==> config.mk <==
export PLATFORM = sky130hd
export DESIGN_NAME = cpu_sequencer_flat
export DESIGN_NICKNAME = d
export VERILOG_FILES = /design/src/rtl/cpu_sequencer_pkg.sv /design/src/rtl/cpu_sequencer_if.sv /design/src/rtl/cpu_sequencer_cond_eval.sv /design/src/rtl/cpu_sequencer.sv /design/src/flat_wrapper.sv
export SDC_FILE = /design/constraint.sdc
export NUM_CORES = 1
export LEC_CHECK = 0
export BUFFER_PORTS_ARGS = -buffer_cell sky130_fd_sc_hd__buf_2
export CAP_MARGIN = 0
export CORE_MARGIN = 10
export CORE_UTILIZATION = 39
export DETAILED_ROUTE_END_ITERATION = 7
export PLACE_DENSITY = 0.86
export SLEW_MARGIN = 25
export SYNTH_ARGS = -nofsm -noshare
export SYNTH_HDL_FRONTEND = slang
export SYNTH_SLANG_ARGS = --single-unit
==> constraint.sdc <==
create_clock -name Clock -period 3.45 [get_ports Clock]
set_input_delay 0.69 -clock Clock [delete_from_list [all_inputs] [get_ports Clock]]
set_output_delay 0.69 -clock Clock [all_outputs]
set_load 0.05 [all_outputs]
==> src/rtl/cpu_sequencer_pkg.sv <==
// Shared definitions for the CPU control sequencer: state encoding, opcode and
// extension constants, branch condition codes, flag bit positions and mux selects.
package cpu_sequencer_pkg;

    typedef enum logic [2:0] {
        ST_FETCH   = 3'd0,
        ST_DECODE  = 3'd1,
        ST_EXECUTE = 3'd2,
        ST_MEM     = 3'd3,
        ST_HALT    = 3'd4
    } state_e;

    localparam logic [3:0] OP_REG_ALU = 4'b0000;
    localparam logic [3:0] OP_MEMJ    = 4'b0100;
    localparam logic [3:0] OP_BCOND   = 4'b1100;
    localparam logic [3:0] OP_HALT    = 4'b1111;

    localparam logic [3:0] EXT_LOAD  = 4'b0000;
    localparam logic [3:0] EXT_STOR  = 4'b0100;
    localparam logic [3:0] EXT_JCOND = 4'b1100;

    localparam logic [3:0] COND_EQ = 4'b0000;
    localparam logic [3:0] COND_NE = 4'b0001;
    localparam logic [3:0] COND_CS = 4'b0010;
    localparam logic [3:0] COND_CC = 4'b0011;
    localparam logic [3:0] COND_LO = 4'b0100;
    localparam logic [3:0] COND_NL = 4'b0101;
    localparam logic [3:0] COND_MI = 4'b0110;
    localparam logic [3:0] COND_PL = 4'b0111;
    localparam logic [3:0] COND_FS = 4'b1000;
    localparam logic [3:0] COND_FC = 4'b1001;
    localparam logic [3:0] COND_AL = 4'b1110;

    // Flag vector is {N,Z,F,L,C} from bit 4 down to bit 0
    localparam int PSR_C = 0;
    localparam int PSR_L = 1;
    localparam int PSR_F = 2;
    localparam int PSR_Z = 3;
    localparam int PSR_N = 4;

    localparam logic [1:0] SEL_ALU_RESULT = 2'b00;
    localparam logic [1:0] SEL_MEM_DATA   = 2'b01;
    localparam logic [1:0] SEL_IMM        = 2'b10;
    localparam logic [1:0] SEL_PC_REL     = 2'b11;

    typedef enum logic [2:0] {
        CLS_REG,
        CLS_IMM,
        CLS_LOAD,
        CLS_STOR,
        CLS_BCOND,
        CLS_JCOND,
        CLS_NOP,
        CLS_HALT
    } ins_class_e;

    typedef struct packed {
        logic       reg_write;
        logic       pc_write;
        logic       pc_increment;
        logic       ir_write;
        logic       mem_req;
        logic       mem_rw;
        logic       sel_mem;
        logic [1:0] sel_alu;
        logic       halted;
    } ctrl_t;

    function automatic ins_class_e classify(input logic [3:0] op, input logic [3:0] ext);
        ins_class_e cls;
        case (op)
            OP_REG_ALU: cls = CLS_REG;
            OP_BCOND:   cls = CLS_BCOND;
            OP_HALT:    cls = CLS_HALT;
            OP_MEMJ: begin
                case (ext)
                    EXT_LOAD:  cls = CLS_LOAD;
                    EXT_STOR:  cls = CLS_STOR;
                    EXT_JCOND: cls = CLS_JCOND;
                    default:   cls = CLS_NOP;
                endcase
            end
            default:    cls = CLS_IMM;
        endcase
        return cls;
    endfunction

endpackage

==> src/rtl/cpu_sequencer_if.sv <==
// Control/handshake bundle between the sequencer (master) and the datapath and
// memory side (slave).
interface cpu_sequencer_if #(
    parameter int DATA_W = 16,
    parameter int PSR_W  = 5
);
    logic [DATA_W-1:0] INS;
    logic [PSR_W-1:0]  PSR;
    logic              MemReady;

    logic [3:0]        OpCode;
    logic [3:0]        OpExt;
    logic              RegWrite;
    logic [3:0]        RegIn;
    logic [3:0]        RegA;
    logic [3:0]        RegB;
    logic [DATA_W-1:0] Immediate;
    logic [1:0]        SelALU;
    logic              SelMEM;
    logic              MemRW;
    logic              MemReq;
    logic              PCWrite;
    logic              PCIncrement;
    logic              PCReset;
    logic              IRReset;
    logic              IRWrite;
    logic              PSRReset;
    logic              Halted;
    logic [2:0]        State;

    modport master (
        input  INS, PSR, MemReady,
        output OpCode, OpExt, RegWrite, RegIn, RegA, RegB, Immediate, SelALU,
               SelMEM, MemRW, MemReq, PCWrite, PCIncrement, PCReset, IRReset,
               IRWrite, PSRReset, Halted, State
    );

    modport slave (
        output INS, PSR, MemReady,
        input  OpCode, OpExt, RegWrite, RegIn, RegA, RegB, Immediate, SelALU,
               SelMEM, MemRW, MemReq, PCWrite, PCIncrement, PCReset, IRReset,
               IRWrite, PSRReset, Halted, State
    );

endinterface

==> src/rtl/cpu_sequencer_cond_eval.sv <==
// Branch condition evaluator: maps a 4-bit condition code and the flag vector
// to a taken/not-taken decision.
module cond_eval
    import cpu_sequencer_pkg::*;
(
    input  logic [3:0] cond,
    input  logic [4:0] flags,
    output logic       taken
);

    always_comb begin
        taken = 1'b0;
        case (cond)
            COND_EQ: taken = flags[PSR_Z];
            COND_NE: taken = ~flags[PSR_Z];
            COND_CS: taken = flags[PSR_C];
            COND_CC: taken = ~flags[PSR_C];
            COND_LO: taken = flags[PSR_L];
            COND_NL: taken = ~flags[PSR_L];
            COND_MI: taken = flags[PSR_N];
            COND_PL: taken = ~flags[PSR_N];
            COND_FS: taken = flags[PSR_F];
            COND_FC: taken = ~flags[PSR_F];
            COND_AL: taken = 1'b1;
            default: taken = 1'b0;
        endcase
    end

endmodule

==> src/rtl/cpu_sequencer.sv <==
// Multi-cycle control sequencer: FETCH/DECODE/EXECUTE/MEM/HALT FSM plus field
// decode, driving datapath strobes and the memory handshake.
module cpu_sequencer
    import cpu_sequencer_pkg::*;
#(
    parameter int DATA_W = 16,
    parameter int PSR_W  = 5
) (
    input logic             Clock,
    input logic             Reset,
    cpu_sequencer_if.master bus
);

    state_e            state_q;
    state_e            state_d;
    ins_class_e        ins_class;
    logic [3:0]        opcode;
    logic [3:0]        opext;
    logic [DATA_W-1:0] imm_ext;
    logic [PSR_W-1:0]  psr_in;
    logic              cond_taken;
    ctrl_t             ctrl;

    assign opcode    = bus.INS[15:12];
    assign opext     = bus.INS[7:4];
    assign ins_class = classify(opcode, opext);
    assign psr_in    = bus.PSR;

    // Memory/jump group carries a register operand, so no immediate is presented
    assign imm_ext = (opcode == OP_MEMJ) ? '0
                   : {{(DATA_W-8){bus.INS[7]}}, bus.INS[7:0]};

    cond_eval u_cond_eval (
        .cond  (bus.INS[11:8]),
        .flags (psr_in[4:0]),
        .taken (cond_taken)
    );

    always_ff @(posedge Clock) begin
        if (Reset) begin
            state_q <= ST_FETCH;
        end else begin
            state_q <= state_d;
        end
    end

    always_comb begin
        state_d = state_q;
        case (state_q)
            ST_FETCH: begin
                if (bus.MemReady) begin
                    state_d = ST_DECODE;
                end
            end
            ST_DECODE: begin
                state_d = (ins_class == CLS_HALT) ? ST_HALT : ST_EXECUTE;
            end
            ST_EXECUTE: begin
                if (ins_class == CLS_LOAD || ins_class == CLS_STOR) begin
                    state_d = ST_MEM;
                end else begin
                    state_d = ST_FETCH;
                end
            end
            ST_MEM: begin
                if (bus.MemReady) begin
                    state_d = ST_FETCH;
                end
            end
            ST_HALT: begin
                state_d = ST_HALT;
            end
            default: begin
                state_d = ST_FETCH;
            end
        endcase
    end

    always_comb begin
        ctrl = '0;
        case (state_q)
            ST_FETCH: begin
                ctrl.mem_req = 1'b1;
                if (bus.MemReady) begin
                    ctrl.ir_write     = 1'b1;
                    ctrl.pc_increment = 1'b1;
                end
            end
            ST_EXECUTE: begin
                case (ins_class)
                    CLS_REG: begin
                        ctrl.reg_write = 1'b1;
                        ctrl.sel_alu   = SEL_ALU_RESULT;
                    end
                    CLS_IMM: begin
                        ctrl.reg_write = 1'b1;
                        ctrl.sel_alu   = SEL_IMM;
                    end
                    CLS_BCOND: begin
                        ctrl.pc_write = cond_taken;
                        ctrl.sel_alu  = SEL_PC_REL;
                    end
                    CLS_JCOND: begin
                        ctrl.pc_write = cond_taken;
                        ctrl.sel_alu  = SEL_ALU_RESULT;
                    end
                    default: begin
                    end
                endcase
            end
            ST_MEM: begin
                ctrl.mem_req = 1'b1;
                ctrl.sel_mem = 1'b1;
                ctrl.mem_rw  = (ins_class == CLS_STOR);
                if (bus.MemReady && ins_class == CLS_LOAD) begin
                    ctrl.reg_write = 1'b1;
                    ctrl.sel_alu   = SEL_MEM_DATA;
                end
            end
            ST_HALT: begin
                ctrl.halted = 1'b1;
            end
            default: begin
            end
        endcase
    end

    // Reset silences every output, including a memory access still in flight
    always_comb begin
        bus.PCReset     = Reset;
        bus.IRReset     = Reset;
        bus.PSRReset    = Reset;
        bus.OpCode      = '0;
        bus.OpExt       = '0;
        bus.RegIn       = '0;
        bus.RegA        = '0;
        bus.RegB        = '0;
        bus.Immediate   = '0;
        bus.RegWrite    = 1'b0;
        bus.SelALU      = '0;
        bus.SelMEM      = 1'b0;
        bus.MemRW       = 1'b0;
        bus.MemReq      = 1'b0;
        bus.PCWrite     = 1'b0;
        bus.PCIncrement = 1'b0;
        bus.IRWrite     = 1'b0;
        bus.Halted      = 1'b0;
        bus.State       = '0;
        if (!Reset) begin
            bus.OpCode      = opcode;
            bus.OpExt       = opext;
            bus.RegIn       = bus.INS[11:8];
            bus.RegA        = bus.INS[11:8];
            bus.RegB        = bus.INS[3:0];
            bus.Immediate   = imm_ext;
            bus.RegWrite    = ctrl.reg_write;
            bus.SelALU      = ctrl.sel_alu;
            bus.SelMEM      = ctrl.sel_mem;
            bus.MemRW       = ctrl.mem_rw;
            bus.MemReq      = ctrl.mem_req;
            bus.PCWrite     = ctrl.pc_write;
            bus.PCIncrement = ctrl.pc_increment;
            bus.IRWrite     = ctrl.ir_write;
            bus.Halted      = ctrl.halted;
            bus.State       = state_q;
        end
    end

endmodule

==> src/flat_wrapper.sv <==
// flat-port wrapper written by rule: the top's interface ports become plain ports
module cpu_sequencer_flat import cpu_sequencer_pkg::*;
#(
    parameter int DATA_W = 16,
    parameter int PSR_W  = 5
)
  (Clock, Reset, bus_INS, bus_PSR, bus_MemReady, bus_OpCode, bus_OpExt, bus_RegWrite, bus_RegIn, bus_RegA, bus_RegB, bus_Immediate, bus_SelALU, bus_SelMEM, bus_MemRW, bus_MemReq, bus_PCWrite, bus_PCIncrement, bus_PCReset, bus_IRReset, bus_IRWrite, bus_PSRReset, bus_Halted, bus_State);
  cpu_sequencer_if #(.DATA_W(DATA_W), .PSR_W(PSR_W)) bus_i ();
  input logic Clock;
  input logic Reset;
  input wire logic [$bits(bus_i.INS)-1:0] bus_INS;
  input wire logic [$bits(bus_i.PSR)-1:0] bus_PSR;
  input wire logic [$bits(bus_i.MemReady)-1:0] bus_MemReady;
  output wire logic [$bits(bus_i.OpCode)-1:0] bus_OpCode;
  output wire logic [$bits(bus_i.OpExt)-1:0] bus_OpExt;
  output wire logic [$bits(bus_i.RegWrite)-1:0] bus_RegWrite;
  output wire logic [$bits(bus_i.RegIn)-1:0] bus_RegIn;
  output wire logic [$bits(bus_i.RegA)-1:0] bus_RegA;
  output wire logic [$bits(bus_i.RegB)-1:0] bus_RegB;
  output wire logic [$bits(bus_i.Immediate)-1:0] bus_Immediate;
  output wire logic [$bits(bus_i.SelALU)-1:0] bus_SelALU;
  output wire logic [$bits(bus_i.SelMEM)-1:0] bus_SelMEM;
  output wire logic [$bits(bus_i.MemRW)-1:0] bus_MemRW;
  output wire logic [$bits(bus_i.MemReq)-1:0] bus_MemReq;
  output wire logic [$bits(bus_i.PCWrite)-1:0] bus_PCWrite;
  output wire logic [$bits(bus_i.PCIncrement)-1:0] bus_PCIncrement;
  output wire logic [$bits(bus_i.PCReset)-1:0] bus_PCReset;
  output wire logic [$bits(bus_i.IRReset)-1:0] bus_IRReset;
  output wire logic [$bits(bus_i.IRWrite)-1:0] bus_IRWrite;
  output wire logic [$bits(bus_i.PSRReset)-1:0] bus_PSRReset;
  output wire logic [$bits(bus_i.Halted)-1:0] bus_Halted;
  output wire logic [$bits(bus_i.State)-1:0] bus_State;
  assign bus_i.INS = bus_INS;
  assign bus_i.PSR = bus_PSR;
  assign bus_i.MemReady = bus_MemReady;
  assign bus_OpCode = bus_i.OpCode;
  assign bus_OpExt = bus_i.OpExt;
  assign bus_RegWrite = bus_i.RegWrite;
  assign bus_RegIn = bus_i.RegIn;
  assign bus_RegA = bus_i.RegA;
  assign bus_RegB = bus_i.RegB;
  assign bus_Immediate = bus_i.Immediate;
  assign bus_SelALU = bus_i.SelALU;
  assign bus_SelMEM = bus_i.SelMEM;
  assign bus_MemRW = bus_i.MemRW;
  assign bus_MemReq = bus_i.MemReq;
  assign bus_PCWrite = bus_i.PCWrite;
  assign bus_PCIncrement = bus_i.PCIncrement;
  assign bus_PCReset = bus_i.PCReset;
  assign bus_IRReset = bus_i.IRReset;
  assign bus_IRWrite = bus_i.IRWrite;
  assign bus_PSRReset = bus_i.PSRReset;
  assign bus_Halted = bus_i.Halted;
  assign bus_State = bus_i.State;
  cpu_sequencer #(.DATA_W(DATA_W), .PSR_W(PSR_W)) u_core (.Clock(Clock), .Reset(Reset), .bus(bus_i));
endmodule
=== Yosys cells after proc, flatten, opt, wreduce, memory -nomap -nowiden ===
Cells that the tools add are included.

* Latch bits: 0
* Flip-flop bits (word level): 3
* Output and inout port bits: 52
* Input port bits: 24
* Bits in read-only memories: 0
* Logic and storage cells: 81
* RAM bits: 0
* Memories: 0

* $mul: 0
* Reduce and logical (&&, ||, !) cells: 11
* Div/mod/pow operators: 0
* Order comparisons: 0
* Eq/ne operators: 27
* Multiplexer cells: 37
* Shift-type cells: 0
* Bitwise logic cells: 5
* Add/sub/neg operators: 0

{| class="wikitable"
|+ Operators by type and width
! kind !! count
|-
| $mux W16 || 2
|-
| $eq A4 B3 Y1 const B || 6
|-
| $eq A4 B4 Y1 const B || 6
|-
| $mux W4 || 4
|-
| $mux W1 || 15
|-
| $pmux W3 S5 || 1
|-
| $eq A3 B2 Y1 const B || 4
|-
| $eq A3 B3 Y1 const B || 4
|-
| $logic_not A4 Y1 || 3
|-
| $mux W3 || 4
|-
| $pmux W3 S4 || 1
|-
| $pmux W1 S11 || 1
|-
| $mux W2 || 5
|-
| $pmux W3 S3 || 1
|-
| $eq A4 B2 Y1 const B || 2
|-
| $pmux W2 S2 || 2
|-
| $eq A3 B1 Y1 const B || 2
|-
| $logic_not A3 Y1 || 2
|-
| $reduce_or A2 Y1 || 3
|-
| $not A1 Y1 || 5
|-
| $eq A4 B1 Y1 const B || 1
|-
| $ne A2 B2 Y1 const B || 2
|-
| $pmux W1 S2 || 1
|-
| $reduce_and A2 Y1 || 1
|-
| other kinds (2) || 2
|}

=== Longest topological paths before layout ===
* Word-level depth: 8
* Depth in mapped cells: 5
* Depth with buffers taken out: 4

=== Modules after synthesis ===
Synthesis repeated with hierarchy kept, for this count alone.

* Cells, all modules: 105
* Area total of the unflattened synthesis: 713.2 um^2

{| class="wikitable"
|+ By module, submodules not included
! module !! times used !! cells an instance !! sequential area each (um^2) !! area each (um^2)
|-
| cpu_sequencer || 1 || 93 || 60.1 || 629.4
|-
| cond_eval || 1 || 12 || 0.0 || 83.8
|}

=== Least setup slack after synthesis ===
Ideal clock, no wire load.

* Path kind: in2out
* Start point: input port Reset
* End point: output port bus_MemRW
* Required time: 2.760 ns
* Cell stages on the path: 3
* Arrival time: 2.500 ns
* Path slack: 0.260 ns
* Buffers on the path: 0
* Cells stage by stage: nor2_1 -> and2_1 -> nor3b_1

* Longest elaborated chain between the ends: 1

{| class="wikitable"
|+ Ends and longest elaborated chain
! element !! RTL line !! RTL
|-
| from (decl) || flat_wrapper.sv:10 || <nowiki>input logic Reset;</nowiki>
|-
| $mux W1 || cpu_sequencer.sv:149 || <nowiki>if (!Reset) begin</nowiki>
|-
| to (decl) || flat_wrapper.sv:23 || <nowiki>output wire logic [$bits(bus_i.MemRW)-1:0] bus_MemRW;</nowiki>
|}

No other way between the ends.

=== Worst setup path in the final report ===
* Start point: input port bus_INS[13]
* End point: output port bus_RegWrite

* Longest elaborated chain between the ends: 7
* Elaborated cells between the ends (all ways): 14
* Classes of those cells: eq/ne (5); mux (5); reduce/logical (4)

{| class="wikitable"
|+ Ends and longest elaborated chain
! element !! RTL line !! RTL
|-
| from (decl) || flat_wrapper.sv:11 || <nowiki>input wire logic [$bits(bus_i.INS)-1:0] bus_INS;</nowiki>
|-
| $eq A4 B3 Y1, or another cell as far along || cpu_sequencer_pkg.sv:71 || <nowiki>case (op)</nowiki>
|-
| $pmux W3 S4 (*) || cpu_sequencer_pkg.sv:71 ||
|-
| $eq A3 B1 Y1, or another cell as far along || cpu_sequencer.sv:90 || <nowiki>case (ins_class)</nowiki>
|-
| $reduce_or A2 Y1 (no line) or $logic_and A1 B1 Y1 (tied branches) || n/a ||
|-
| $mux W1 (on tied branches) || cpu_sequencer.sv:90, cpu_sequencer.sv:115 ||
|-
| $pmux W1 S2 (*) || cpu_sequencer.sv:81 || <nowiki>case (state_q)</nowiki>
|-
| $mux W1 (*) || cpu_sequencer.sv:149 ||
|-
| to (decl) || flat_wrapper.sv:16 || <nowiki>output wire logic [$bits(bus_i.RegWrite)-1:0] bus_RegWrite;</nowiki>
|}

Every way passes the cells marked *; elsewhere a longest branch is shown, timed or not.

==> summary.md <==
| Metric | Value |
|---|---|
| Synthesized net count | 138 |
| Core Area | 1940 um^2 |
| Crit path cell chain | buf_2, or2_1, a211oi_1, nand4_1, a21oi_1, buf_2 |
| Buffers & Inverters on Critical Path | 2 |
| GR Overflow Total | 0 |
| TNS Setup | 0 ns |
| # diodes | 0 |
| Tcrit/Tclk final | 0.795 |
| Post-cts resize count | 0 |
| Setup WS post-layout | 0.708 ns |
| Status | completed |
| Reg with most FFs | u_core.state_q |
| Starting density of the core | 0.405 |
| Final Skew | 0.00192 ns |
| Clk Latency, worst-skew pair | 0.24 ns |
| Num CTS Buffers | 3 |
| Worst slew pin tran | about 0.45 ns |
| Boundary pin count | 76 |
| CP arrival | 2.05 ns |
| EDFF count, synth | 0 |
| Fill cells | 199 |
| Vias in the first global route | 1022 |
| Routed via count | approximately 1000 |
| Root Driver | clkbuf_4 |
| Initial antenna violation count | 0 |
| Final antenna-violating net count | 0 |
| Slew HR | 0.698 |
| Die Y-Extent | between 60 and 70 um |
| Cell Count, Final, Fillers Out | 200 |
| Sink Count | 3 |
| Max FFs per register | 3 |
| Post-Route WL | 2.88 mm |
| Die footprint | 4210 um^2 |
| Multi-input logic area | between 500 and 600 um^2 |
| Largest net degree at the start of global routing | 28 |
| Kind of critical path | input port to output port |
| Die Width | 64.9 um |
| 1st-iter DRT viols | 20 |
| Share of cells above drive strength 1 | 0.480 |
| Rows | 16 |
| CP peak stage delay | around 0.38 ns |
| Post-Syn Area per Cell | 6.89 um^2 |
| Highest clock rate | between 0.3 and 0.4 GHz |
| First-pass GRT wire length | 4.63 mm |
| TritonRoute pass-1 iters | 4 |
| Slowest-stage cell, CP | a211oi_1 |
| WL per Instance | about 14 um |
| Synth Instances | 114 |
| Crit path launch type | input port |
| Dpl ws | 0.735 ns |
| DRC | 0 |
| Drt via density | 5.02 |
| Hold WC Path Type | flip-flop to flip-flop |
| CP Capture Type | output port |
| Setup Viol. Count Final | 0 |
| Hold_ws | 0.603 ns |
| Leakage | 0.582 nW |
| Critical path required time | 2.76 ns |
| Fin crit period | approximately 2.7 ns |
| Syn Std Cell Area | 786 um^2 |
| Async S/R FF share, synth | 0 |
| Post-synthesis sequential area ratio | 0.0764 |
| Area growth syn-to-layout | 38.1% |
| Post-synthesis cell type count | 36 |
| CTS tree | yes |
| Final net count | just under 200 |
| Setup repair bufs after CTS | 0 |
| Critical path's top delay family | compound AO/OA/AOI/OAI gates |
| Most frequent cells in the layout | 75 x buf_2, 21 x nor2b_1, 11 x nor2_1 |
| RSZ-0062 raised after global routing | no |
| Cells after DPL | slightly below 200 |
| Max-slew violations | 0 |
| Top_reg_cell synth | dfxtp_1 |
| Synthesis-stage register bit count | 3 |
| Placer Congestion | ~0.85 |
| Clock Path Buffers | 2 |
| Max IR drop VDD | 0.134 mV |
| Crit-path most repeated cell | buf_2 |
| Final Cell Area | 1080 um^2 |
| Power density over the cells | 283 nW/um^2 |
| Max Cap Viol | 0 |
| Biggest regs | u_core.state_q (3) |
| Post-DP HPWL | 2.49 mm |
| Reg clk slew, reported paths | 0.04 ns |
| Gr usage total | 0.129 |
| CTS Hold Bufs | 0 |
| Hold Violations, Final | 0 |
| FF+latch area | about 60 um^2 |
| CP max FO | 6 |
| Commonest non-fill, non-tap cell in the layout | buf_2 |
| Cell Area, Placed | 1060 um^2 |
| IO Port Bufs | 75 |
| H-tree levels | 1 |
| Yosys warning count | 0 |
-- cell usage after synthesis (2+ instances only) --
library cell | number | area share
nor4_1 | 2 | 0.016
and3_1 | 2 | 0.016
a21oi_1 | 3 | 0.019
xnor2_1 | 4 | 0.045
mux2i_1 | 2 | 0.025
and2b_1 | 4 | 0.038
nand2_1 | 5 | 0.024
nand4_1 | 2 | 0.016
buf_4 | 16 | 0.15
nor2b_1 | 21 | 0.17
o211ai_1 | 4 | 0.038
nor3b_1 | 2 | 0.019
and2_1 | 6 | 0.048
dfxtp_1 | 3 | 0.076
nand2b_1 | 2 | 0.016
o22ai_1 | 2 | 0.016
nor3_1 | 3 | 0.019
clkbuf_1 | 3 | 0.014
nor2_1 | 11 | 0.053
-- worst reg2reg max path, stage by stage, from the launching register on --
cell and delay [ns]:
dfxtp_1 0.46, nor2b_1 0.31, nand3_1 0.18, o22ai_1 0.16
-- worst paths after layout --
path	from	to	slack (ns)	cells after the start
max	bus_INS[13]	bus_RegWrite	0.71	6
min	u_core.state_q[1]$_SDFFE_PP0P_	u_core.state_q[2]$_SDFFE_PP0P_	0.60	1
max reg2reg	u_core.state_q[1]$_SDFFE_PP0P_	u_core.state_q[1]$_SDFFE_PP0P_	2.27	3
min reg2reg	u_core.state_q[1]$_SDFFE_PP0P_	u_core.state_q[2]$_SDFFE_PP0P_	0.60	1
-- logic make-up (layout without fill, tap and decap cells) --
group                  after synthesis  after routing  share of synthesized area
XOR/XNOR                             4              4                     0.0446
AO/OA/AOI/OAI                       15             15                      0.135
buffers and inverters               21             80                      0.178
AND/OR/NAND/NOR                     69             69                      0.540
multiplexers                         2              2                     0.0255
flip-flops                           3              3                     0.0764
-- per-layer routing --
| metal | part of all wire | wire length (um) | up-vias | track usage |
|---|---|---|---|---|
| met4 | 0.0059 | 17 | 0 | 0.0321 |
| met2 | 0.50 | 1430 | 49 | 0.238 |
| met5 | 0 | 0 | - | 0 |
| met1 | 0.38 | 1110 | 457 | 0.134 |
| met3 | 0.11 | 327 | 2 | 0.0481 |
| li1 | - | - | 496 | - |
-- through the flow --
stage | util | power (mW)
2_1_floorplan | - | 0.203
3_3_place_gp | 0.545 | 0.242
3_5_place_dp | 0.545 | 0.246
4_1_cts | 0.559 | 0.311
5_1_grt | 0.559 | 0.322
6_report | 0.559 | 0.307
-- layout make-up --
class,count,share of cell area
repair buffers,75,0.346
clock buffers,4,0.0242
flip-flops and latches,3,0.0554
well taps,27,0.0311
multi-input cells,90,0.540
inverters,1,0.00346
-- power by group --
group	internal (mW)	leakage (nW)	total [mW]	switching [mW]
combinational	0.0514	0.542	0.204	0.152
clock	0.0434	0.0150	0.0633	0.0198
sequential	0.0366	0.0246	0.0403	0.00372
total	0.132	0.582	0.307	0.176
No activity file was read; power rests on OpenSTA's default activity.
